File: src/rtl/pipe_stall_ctrl_if.sv
// Enable/flush bus between the stall controller (master) and the pipeline's
// enabled registers PC, IF/ID, ID/EX, EX/MEM, MEM/WB (slave).
interface pipe_stall_ctrl_if;
   logic pc_en;
   logic ifid_en;
   logic idex_en;
   logic exmem_en;
   logic memwb_en;
   logic ifid_flush;
   logic idex_flush;
   logic exmem_flush;

   modport master (
      output pc_en, ifid_en, idex_en, exmem_en, memwb_en,
      output ifid_flush, idex_flush, exmem_flush
   );

   modport slave (
      input pc_en, ifid_en, idex_en, exmem_en, memwb_en,
      input ifid_flush, idex_flush, exmem_flush
   );
endinterface

File: src/rtl/pipe_stall_ctrl.sv
// LEGv8 5-stage hazard/stall controller: Mealy enables/flushes plus memory-wait FSM.
// Optional stall statistics counter enabled by defining STALL_CNT_EN.
module pipe_stall_ctrl #(
   parameter int REG_W    = 5,
   parameter int MAX_WAIT = 15,
   parameter int CNT_W    = 32
) (
   input  logic               clk,
   input  logic               reset,
   input  logic [REG_W-1:0]   id_rn,
   input  logic [REG_W-1:0]   id_rm,
   input  logic               ex_memread,
   input  logic [REG_W-1:0]   ex_rd,
   input  logic               mem_branch_taken,
   input  logic               dmem_req,
   input  logic               dmem_ack,
   pipe_stall_ctrl_if.master  pipe,
   output logic               mem_timeout,
   output logic [CNT_W-1:0]   stall_cycles
);

   localparam int WC_W = $clog2(MAX_WAIT) + 1;
   localparam logic [WC_W-1:0]  WAIT_LAST = WC_W'(MAX_WAIT - 1);
   localparam logic [REG_W-1:0] XZR       = REG_W'(31);

   typedef enum logic [1:0] {
      RUN     = 2'd0,
      MEMWAIT = 2'd1,
      RELEASE = 2'd2
   } state_t;

   state_t          state, state_nx;
   logic [WC_W-1:0] wait_cnt, wait_nx;
   logic            timeout_set;
   logic            mem_stall;
   logic            load_use;
   logic [4:0]      en_c;   // {pc, ifid, idex, exmem, memwb}
   logic [2:0]      fl_c;   // {ifid, idex, exmem}

   assign mem_stall = dmem_req & ~dmem_ack;
   assign load_use  = ex_memread && (ex_rd != XZR) &&
                      ((ex_rd == id_rn) || (ex_rd == id_rm));

   always_ff @(posedge clk or negedge reset) begin
      if (!reset) begin
         state       <= RUN;
         wait_cnt    <= '0;
         mem_timeout <= 1'b0;
      end else begin
         state    <= state_nx;
         wait_cnt <= wait_nx;
         if (timeout_set) mem_timeout <= 1'b1;
      end
   end

   always_comb begin
      state_nx    = state;
      wait_nx     = wait_cnt;
      timeout_set = 1'b0;
      en_c        = 5'b00000;
      fl_c        = 3'b000;
      case (state)
         RUN, MEMWAIT: begin
            if (mem_stall) begin
               if (state == RUN) begin
                  state_nx = MEMWAIT;
                  wait_nx  = WC_W'(1);
               end else begin
                  // The stalled cycle that brings the count to MAX_WAIT is the last one.
                  wait_nx = wait_cnt + WC_W'(1);
                  if (wait_cnt == WAIT_LAST) begin
                     timeout_set = 1'b1;
                     state_nx    = RELEASE;
                  end
               end
            end else begin
               state_nx = RUN;
               wait_nx  = '0;
               if (mem_branch_taken) begin
                  en_c = 5'b11111;
                  fl_c = 3'b111;
               end else if (load_use) begin
                  en_c = 5'b00111;
                  fl_c = 3'b010;
               end else begin
                  en_c = 5'b11111;
               end
            end
         end
         RELEASE: begin
            state_nx = RUN;
            wait_nx  = '0;
            en_c     = 5'b11111;
            if (mem_branch_taken) fl_c = 3'b111;
         end
         default: begin
            state_nx = RUN;
            wait_nx  = '0;
         end
      endcase
      if (!reset) begin
         en_c = 5'b00000;
         fl_c = 3'b000;
      end
   end

   assign pipe.pc_en       = en_c[4];
   assign pipe.ifid_en     = en_c[3];
   assign pipe.idex_en     = en_c[2];
   assign pipe.exmem_en    = en_c[1];
   assign pipe.memwb_en    = en_c[0];
   assign pipe.ifid_flush  = fl_c[2];
   assign pipe.idex_flush  = fl_c[1];
   assign pipe.exmem_flush = fl_c[0];

`ifdef STALL_CNT_EN
   function automatic logic [CNT_W-1:0] sat_inc(input logic [CNT_W-1:0] v);
      return (&v) ? v : v + CNT_W'(1);
   endfunction

   logic [CNT_W-1:0] stall_q;

   always_ff @(posedge clk or negedge reset) begin
      if (!reset)        stall_q <= '0;
      else if (!en_c[4]) stall_q <= sat_inc(stall_q);
   end

   assign stall_cycles = stall_q;
`else
   assign stall_cycles = '0;
`endif

endmodule

File: src/flat_wrapper.sv
// flat-port wrapper written by rule: the top's interface ports become plain ports
module pipe_stall_ctrl_flat 
#(
   parameter int REG_W    = 5,
   parameter int MAX_WAIT = 15,
   parameter int CNT_W    = 32
)
  (clk, reset, id_rn, id_rm, ex_memread, ex_rd, mem_branch_taken, dmem_req, dmem_ack, mem_timeout, stall_cycles, pipe_pc_en, pipe_ifid_en, pipe_idex_en, pipe_exmem_en, pipe_memwb_en, pipe_ifid_flush, pipe_idex_flush, pipe_exmem_flush);
  pipe_stall_ctrl_if pipe_i ();
  input  logic clk;
  input  logic reset;
  input  logic [REG_W-1:0] id_rn;
  input  logic [REG_W-1:0] id_rm;
  input  logic ex_memread;
  input  logic [REG_W-1:0] ex_rd;
  input  logic mem_branch_taken;
  input  logic dmem_req;
  input  logic dmem_ack;
  output logic mem_timeout;
  output logic [CNT_W-1:0] stall_cycles;
  output wire logic [$bits(pipe_i.pc_en)-1:0] pipe_pc_en;
  output wire logic [$bits(pipe_i.ifid_en)-1:0] pipe_ifid_en;
  output wire logic [$bits(pipe_i.idex_en)-1:0] pipe_idex_en;
  output wire logic [$bits(pipe_i.exmem_en)-1:0] pipe_exmem_en;
  output wire logic [$bits(pipe_i.memwb_en)-1:0] pipe_memwb_en;
  output wire logic [$bits(pipe_i.ifid_flush)-1:0] pipe_ifid_flush;
  output wire logic [$bits(pipe_i.idex_flush)-1:0] pipe_idex_flush;
  output wire logic [$bits(pipe_i.exmem_flush)-1:0] pipe_exmem_flush;
  assign pipe_pc_en = pipe_i.pc_en;
  assign pipe_ifid_en = pipe_i.ifid_en;
  assign pipe_idex_en = pipe_i.idex_en;
  assign pipe_exmem_en = pipe_i.exmem_en;
  assign pipe_memwb_en = pipe_i.memwb_en;
  assign pipe_ifid_flush = pipe_i.ifid_flush;
  assign pipe_idex_flush = pipe_i.idex_flush;
  assign pipe_exmem_flush = pipe_i.exmem_flush;
  pipe_stall_ctrl #(.REG_W(REG_W), .MAX_WAIT(MAX_WAIT), .CNT_W(CNT_W)) u_core (.clk(clk), .reset(reset), .id_rn(id_rn), .id_rm(id_rm), .ex_memread(ex_memread), .ex_rd(ex_rd), .mem_branch_taken(mem_branch_taken), .dmem_req(dmem_req), .dmem_ack(dmem_ack), .pipe(pipe_i), .mem_timeout(mem_timeout), .stall_cycles(stall_cycles));
endmodule
File: config.mk
export PLATFORM = sky130hd
export DESIGN_NAME = pipe_stall_ctrl_flat
export DESIGN_NICKNAME = d
export VERILOG_FILES = /design/src/rtl/pipe_stall_ctrl_if.sv /design/src/rtl/pipe_stall_ctrl.sv /design/src/flat_wrapper.sv
export SDC_FILE = /design/constraint.sdc
export NUM_CORES = 1
export LEC_CHECK = 0
export BUFFER_PORTS_ARGS = -buffer_cell sky130_fd_sc_hd__buf_2
export CAP_MARGIN = 20
export CORE_MARGIN = 2
export CORE_UTILIZATION = 42
export DETAILED_ROUTE_END_ITERATION = 12
export HOLD_SLACK_MARGIN = 0.08
export PLACE_DENSITY_LB_ADDON = 0.3
export SLEW_MARGIN = 20
export SYNTH_ARGS = -nofsm -noshare
export SYNTH_HDL_FRONTEND = slang
export SYNTH_SLANG_ARGS = --single-unit
export TNS_END_PERCENT = 100
File: constraint.sdc
create_clock -name clk -period 4.39 [get_ports clk]
set_input_delay 1.0975 -clock clk [delete_from_list [all_inputs] [get_ports clk]]
set_output_delay 1.0975 -clock clk [all_outputs]
set_load 0.01 [all_outputs]
==> results of run 1 <==
## power breakdown
group	leakage [uW]	switching, uW	internal (uW)	total, uW
clock	0.0000138	22.6	31.1	53.7
sequential	0.000109	1.42	75.4	76.9
combinational	0.000346	30.9	21.8	52.7
## cell type report
class | instances | area share, %
multi-input cells | 76 | 51.0
flip-flops and latches | 8 | 23.9
repair buffers | 29 | 17.3
well taps | 25 | 3.73
clock buffers | 3 | 2.69
inverters | 3 | 1.34
## worst max-delay path: stages
cell	delay, ps
buf_2	100
or3b_4	410
and3_4	190
and2_4	160
a41o_1	190
buf_2	130
## state kept, by name, summed over array words and instances (netlist names)
name                cells
u_core.wait_cnt         5
u_core.state            2
u_core.mem_timeout      1
## final timing paths
| path | startpoint | cells past startpoint | endpoint | slack [ps] |
|---|---|---|---|---|
| worst max register to register | u_core.state[1]$_DFFE_PN0P_ | 3 | u_core.mem_timeout$_DFFE_PN0P_ | 3110 |
| worst min register to register | u_core.mem_timeout$_DFFE_PN0P_ | 1 | u_core.mem_timeout$_DFFE_PN0P_ | 470 |
| min in group asynchronous | reset | 1 | u_core.wait_cnt[3]$_DFF_PN0_ | 690 |
| worst min-delay path | u_core.mem_timeout$_DFFE_PN0P_ | 1 | u_core.mem_timeout$_DFFE_PN0P_ | 470 |
| max in group asynchronous | reset | 1 | u_core.state[0]$_DFFE_PN0P_ | 3530 |
| worst max-delay path | dmem_ack | 6 | pipe_idex_flush | 1010 |
## metrics by stage
stage	util, %	cell area, sq um
2_1_floorplan	-	910
3_3_place_gp	46.7	816
3_5_place_dp	46.7	816
4_1_cts	48.0	838
5_1_grt	48.0	838
6_report	48.0	838
## Yosys cell counts
cell type and count:
xnor2_1 11, xor2_1 2, and2_4 1, and2b_2 1, nor3_1 1, a41o_1 1, buf_4 36, inv_1 3
conb_1 1, or3b_4 1, nor2_1 7, and3_4 1, o22ai_1 1, and2_2 1, a41oi_1 1, a21oi_1 1
nand2_1 3, nand3_1 6, or2_2 1, and3_1 1, ha_1 2, dfrtp_1 8, nand4_1 1
## cells by family (layout without fill, tap and decap cells)
| logic type | count (synthesis) | count (layout) | share of synthesized area (%) |
|---|---|---|---|
| AO/OA/AOI/OAI | 4 | 4 | 3.79 |
| other | 1 | 32 | 0.473 |
| flip-flops | 8 | 8 | 25.2 |
| AND/OR/NAND/NOR | 25 | 25 | 17.5 |
| buffers and inverters | 39 | 35 | 35.5 |
| XOR/XNOR | 13 | 13 | 14.4 |
| adder cells (fa/ha/maj) | 2 | 2 | 3.15 |
## layer usage
metal | part of all wire (%) | vias to the layer above | track usage [%] | wire [um]
li1 | - | 283 | - | -
met1 | 40 | 226 | 11.7 | 509
met2 | 44 | 41 | 15.7 | 552
met3 | 15 | 2 | 3.40 | 186
met4 | 0.64 | 0 | 5.00 | 8
met5 | 0 | - | 0 | 0
==> flow_summary.json, run 1 <==
{
  "slew_viol_final": 0,
  "dieArea_sq_um": 2250,
  "synthCells": 92,
  "drive_gt1_share_pct": 31.9,
  "drv_cap": 0,
  "synthTopCellsByArea": "buf_4 (34%), dfrtp_1 (25%), xnor2_1 (12%)",
  "overflow": 0,
  "fin_cells": 144,
  "cp-end-kind": "output port",
  "clk_pin_slew_ps": 50,
  "grt_max_degree": 11,
  "cts_setup_buffers": 0,
  "period_needed_ps": 3380,
  "root_buffer": "clkbuf_4",
  "yosysWarnings": 0,
  "holdWs_ps": 472,
  "cp-start-kind": "input pin",
  "detail-route-antenna-nets": 0,
  "setup_viol": 0,
  "grt_pass1_vias": 392,
  "port_buffers": 29,
  "post_cts_resized": 0,
  "fin_setup_tns_ps": 0,
  "path_class": "input pin to output port",
  "vias": 552,
  "finalHoldViolCount": 0,
  "cts_sinks": 8,
  "clockBufferDepth": 2,
  "synth_top_cell_by_area": "buf_4",
  "n_antenna_cell": 0,
  "nNetsFinal": 144,
  "wl_per_cell_um": 8.73,
  "dp.cells": 141,
  "htree_levels": 1,
  "final_common_cell": "conb_1",
  "drtPass1Iterations": 4,
  "final_cell_mix": "conb_1 (32), buf_2 (29), xnor2_1 (11), dfrtp_1 (8), nor2_1 (7)",
  "cts_tree": "yes",
  "grt_pass1_wl_um": 1510,
  "ys_types": 23,
  "antenna_found_initial": 0,
  "gp_routability_congestion": 0.775,
  "dp_hpwl_um": 1100,
  "netlist.area_leader.share_pct": 34.1,
  "worst_ep_required_time_ps": 3290,
  "core_area_sq_um": 1750,
  "fillCellCount": 188,
  "route.detailed.drc": 0,
  "rows": 15,
  "die_y_um": 47.5,
  "grt_usage_pct": 9.84,
  "yosysSeqAreaShare_pct": 25.2,
  "initial_utilization_pct": 45.4,
  "seqCellArea_sq_um": 200,
  "place_ws_ps": 1000,
  "drt-initial-drc-count": 11,
  "syn_area_sq_um": 793,
  "total_power_uw": 183,
  "drt_wl_total_um": 1260,
  "avgSynthCellArea_sq_um": 8.62,
  "die_width_um": 47.5,
  "cts-buffers-inserted": 3,
  "powerDensity_nw_per_um2": 219,
  "min_path_type": "flip-flop to flip-flop",
  "max_freq_mhz": 296,
  "fin_skew_ps": 2.22,
  "multi_input_area_sq_um": 428,
  "rsz0062_at_grt": "no",
  "status": "finished clean",
  "holdBufCountCts": 0,
  "ys_ff_latch": 8,
  "worstPathMaxFanout": 5,
  "viasPerCell": 3.83,
  "period_share_pct": 77.0,
  "area_delta_synth_final_pct": 5.68,
  "max-vdd-ir-drop_mv": 0.164,
  "worstSkewPairLatency_ps": 250,
  "cp.arrival_ps": 2280,
  "worst_slack_ps": 1010,
  "io_pins": 62,
  "leakage_uw": 0.000468
}
No activity file was read; power rests on OpenSTA's default activity.
==> run 2: changes to the inputs <==
--- a/config.mk
+++ b/config.mk
@@ -8,7 +8,7 @@
 export BUFFER_PORTS_ARGS = -buffer_cell sky130_fd_sc_hd__buf_2
 export CAP_MARGIN = 20
 export CORE_MARGIN = 2
-export CORE_UTILIZATION = 42
+export CORE_UTILIZATION = 39
 export DETAILED_ROUTE_END_ITERATION = 12
 export HOLD_SLACK_MARGIN = 0.08
 export PLACE_DENSITY_LB_ADDON = 0.3
==> constraint.sdc (replaced) <==
create_clock -name clk -period 3.23 [get_ports clk]
set_input_delay 0.8075 -clock clk [delete_from_list [all_inputs] [get_ports clk]]
set_output_delay 0.8075 -clock clk [all_outputs]
set_load 0.01 [all_outputs]
==> run 2 against run 1 <==
  * Core utilization decreased by 4.7 points
  * Hold slack lost 90 ps
  * Highest routed layer unchanged
  * Sequential cell count is the same
  * Power is 39% higher
  * Combinational power grew 35%
  * Register-to-register slack worse by 1100 ps
  * Sequential share of layout area decreased by 0.071 points
  * Worst setup slack worse by 580 ps
  * Routed wire length down 0.40%
  * Critical path depth is the same
  * Critical path type unchanged
  * Clock skew is 9.0 ps higher
  * Global-route usage grew 1.1 points
==> flow_summary.json, run 2 (synthesis results as in run 1) <==
{
  "cp-start-kind": "input pin",
  "route.detailed.drc": 0,
  "cts_tree": "yes",
  "finalInstanceArea_sq_um": 841,
  "grt_max_degree": 11,
  "antenna_found_initial": 0,
  "placed_area_sq_um": 818,
  "seqCellArea_sq_um": 200,
  "rrSetupSlack_ps": 1990,
  "final_cell_mix": "conb_1 (32), buf_2 (29), xnor2_1 (11), dfrtp_1 (8), nor2_1 (7)",
  "clockBufferDepth": 2,
  "r2r_cells": 3,
  "grt_pass1_wl_um": 2060,
  "n_antenna_cell": 0,
  "dp_hpwl_um": 1080,
  "die_width_um": 49.1,
  "regMostFlops": "u_core.wait_cnt",
  "max_freq_mhz": 357,
  "vias": 571,
  "fin_skew_ps": 11.2,
  "worst_ep_required_time_ps": 2420,
  "cp.arrival_ps": 1990,
  "viasPerCell": 3.91,
  "rows": 16,
  "fillCellCount": 201,
  "core_area_sq_um": 1940,
  "final_common_cell": "conb_1",
  "min_path_type": "input pin to asynchronous set/reset pin",
  "die_y_um": 49.1,
  "period_share_pct": 86.7,
  "holdWs_ps": 382,
  "htree_levels": 1,
  "endpoint": "pipe_idex_flush",
  "critical_path.startpoint": "dmem_ack",
  "grt_usage_pct": 10.9,
  "drt_wl_total_um": 1250,
  "status": "finished clean",
  "cts_sinks": 8,
  "initial_utilization_pct": 40.9,
  "fin_setup_tns_ps": 0,
  "setup_viol": 0,
  "io_pins": 62,
  "path_class": "input pin to output port",
  "top_regs": "u_core.wait_cnt (5), u_core.state (2), u_core.mem_timeout (1)",
  "root_buffer": "clkbuf_4",
  "clk_pin_slew_ps": 60,
  "place_ws_ps": 416,
  "finalHoldViolCount": 0,
  "detail-route-antenna-nets": 0,
  "drive_gt1_share_pct": 31.9,
  "nNetsFinal": 144,
  "holdBufCountCts": 0,
  "grt_pass1_vias": 470,
  "area_delta_synth_final_pct": 5.99,
  "overflow": 0,
  "cp-end-kind": "output port",
  "dieArea_sq_um": 2410,
  "gp_routability_congestion": 0.786,
  "powerDensity_nw_per_um2": 302,
  "cts_setup_buffers": 0,
  "max-vdd-ir-drop_mv": 0.208,
  "worstSkewPairLatency_ps": 260,
  "worst_slack_ps": 429,
  "wl_per_cell_um": 8.58,
  "r2r_start": "u_core.state[1]$_DFFE_PN0P_",
  "total_power_uw": 254,
  "rsz0062_at_grt": "no",
  "r2r_end": "u_core.mem_timeout$_DFFE_PN0P_",
  "drtPass1Iterations": 4,
  "drt-initial-drc-count": 5,
  "cts-buffers-inserted": 3,
  "period_needed_ps": 2800,
  "worstPathMaxFanout": 5,
  "slew_viol_final": 0,
  "leakage_uw": 0.000468,
  "drv_cap": 0,
  "post_cts_resized": 0,
  "multi_input_area_sq_um": 428,
  "port_buffers": 29,
  "largest_reg_flops": 5
}
==> run 2: cell counts in the layout (fill, tap and decap cells not counted) <==
No cell type changed its count.
==> run 2: area by class of cell <==
| type | count | area share, % |
|---|---|---|
| Multi-Input combinational cell | 76 | 50.9 |
| Tap cell | 27 | 4.02 |
| Timing Repair Buffer | 29 | 17.3 |
| Clock buffer | 3 | 2.68 |
| Inverter | 3 | 1.34 |
| Sequential cell | 8 | 23.8 |
==> run 2: power breakdown <==
group	internal, uW	switching, uW
Combinational	29.6	41.8
Clock	42.6	35.8
Sequential	102	2.03
==> run 2: layer usage <==
metal  GRT usage [%]  wire [um]  vias up
met1            13.6        508      244
met4            4.29          8        0
met5               0          0        -
met2            16.4        568       42
met3            4.91        166        2
li1                -          -      283
==> run 2: through the flow <==
| step | util [%] | std cells |
|---|---|---|
| 2_1_floorplan | - | 123 |
| 3_3_place_gp | 42.1 | 143 |
| 3_5_place_dp | 42.1 | 143 |
| 4_1_cts | 43.3 | 146 |
| 5_1_grt | 43.3 | 146 |
| 6_report | 43.3 | 146 |
==> run 2: worst min-delay path by stage <==
stage                     slack, ps                             end                           start
final                           380    u_core.wait_cnt[1]$_DFF_PN0_                           reset
after global routing            390     u_core.state[1]$_DFFE_PN0P_                           reset
after CTS                       390     u_core.state[1]$_DFFE_PN0P_                           reset
after detailed placement        460  u_core.mem_timeout$_DFFE_PN0P_  u_core.mem_timeout$_DFFE_PN0P_
after global placement          450  u_core.mem_timeout$_DFFE_PN0P_  u_core.mem_timeout$_DFFE_PN0P_
after floorplan                 460    u_core.wait_cnt[0]$_DFF_PN0_     u_core.state[0]$_DFFE_PN0P_
==> run 2: critical path, stage by stage <==
cell and delay [ps]:
buf_2 100, or3b_4 410, and3_4 190, and2_4 160, a41o_1 190, buf_2 140
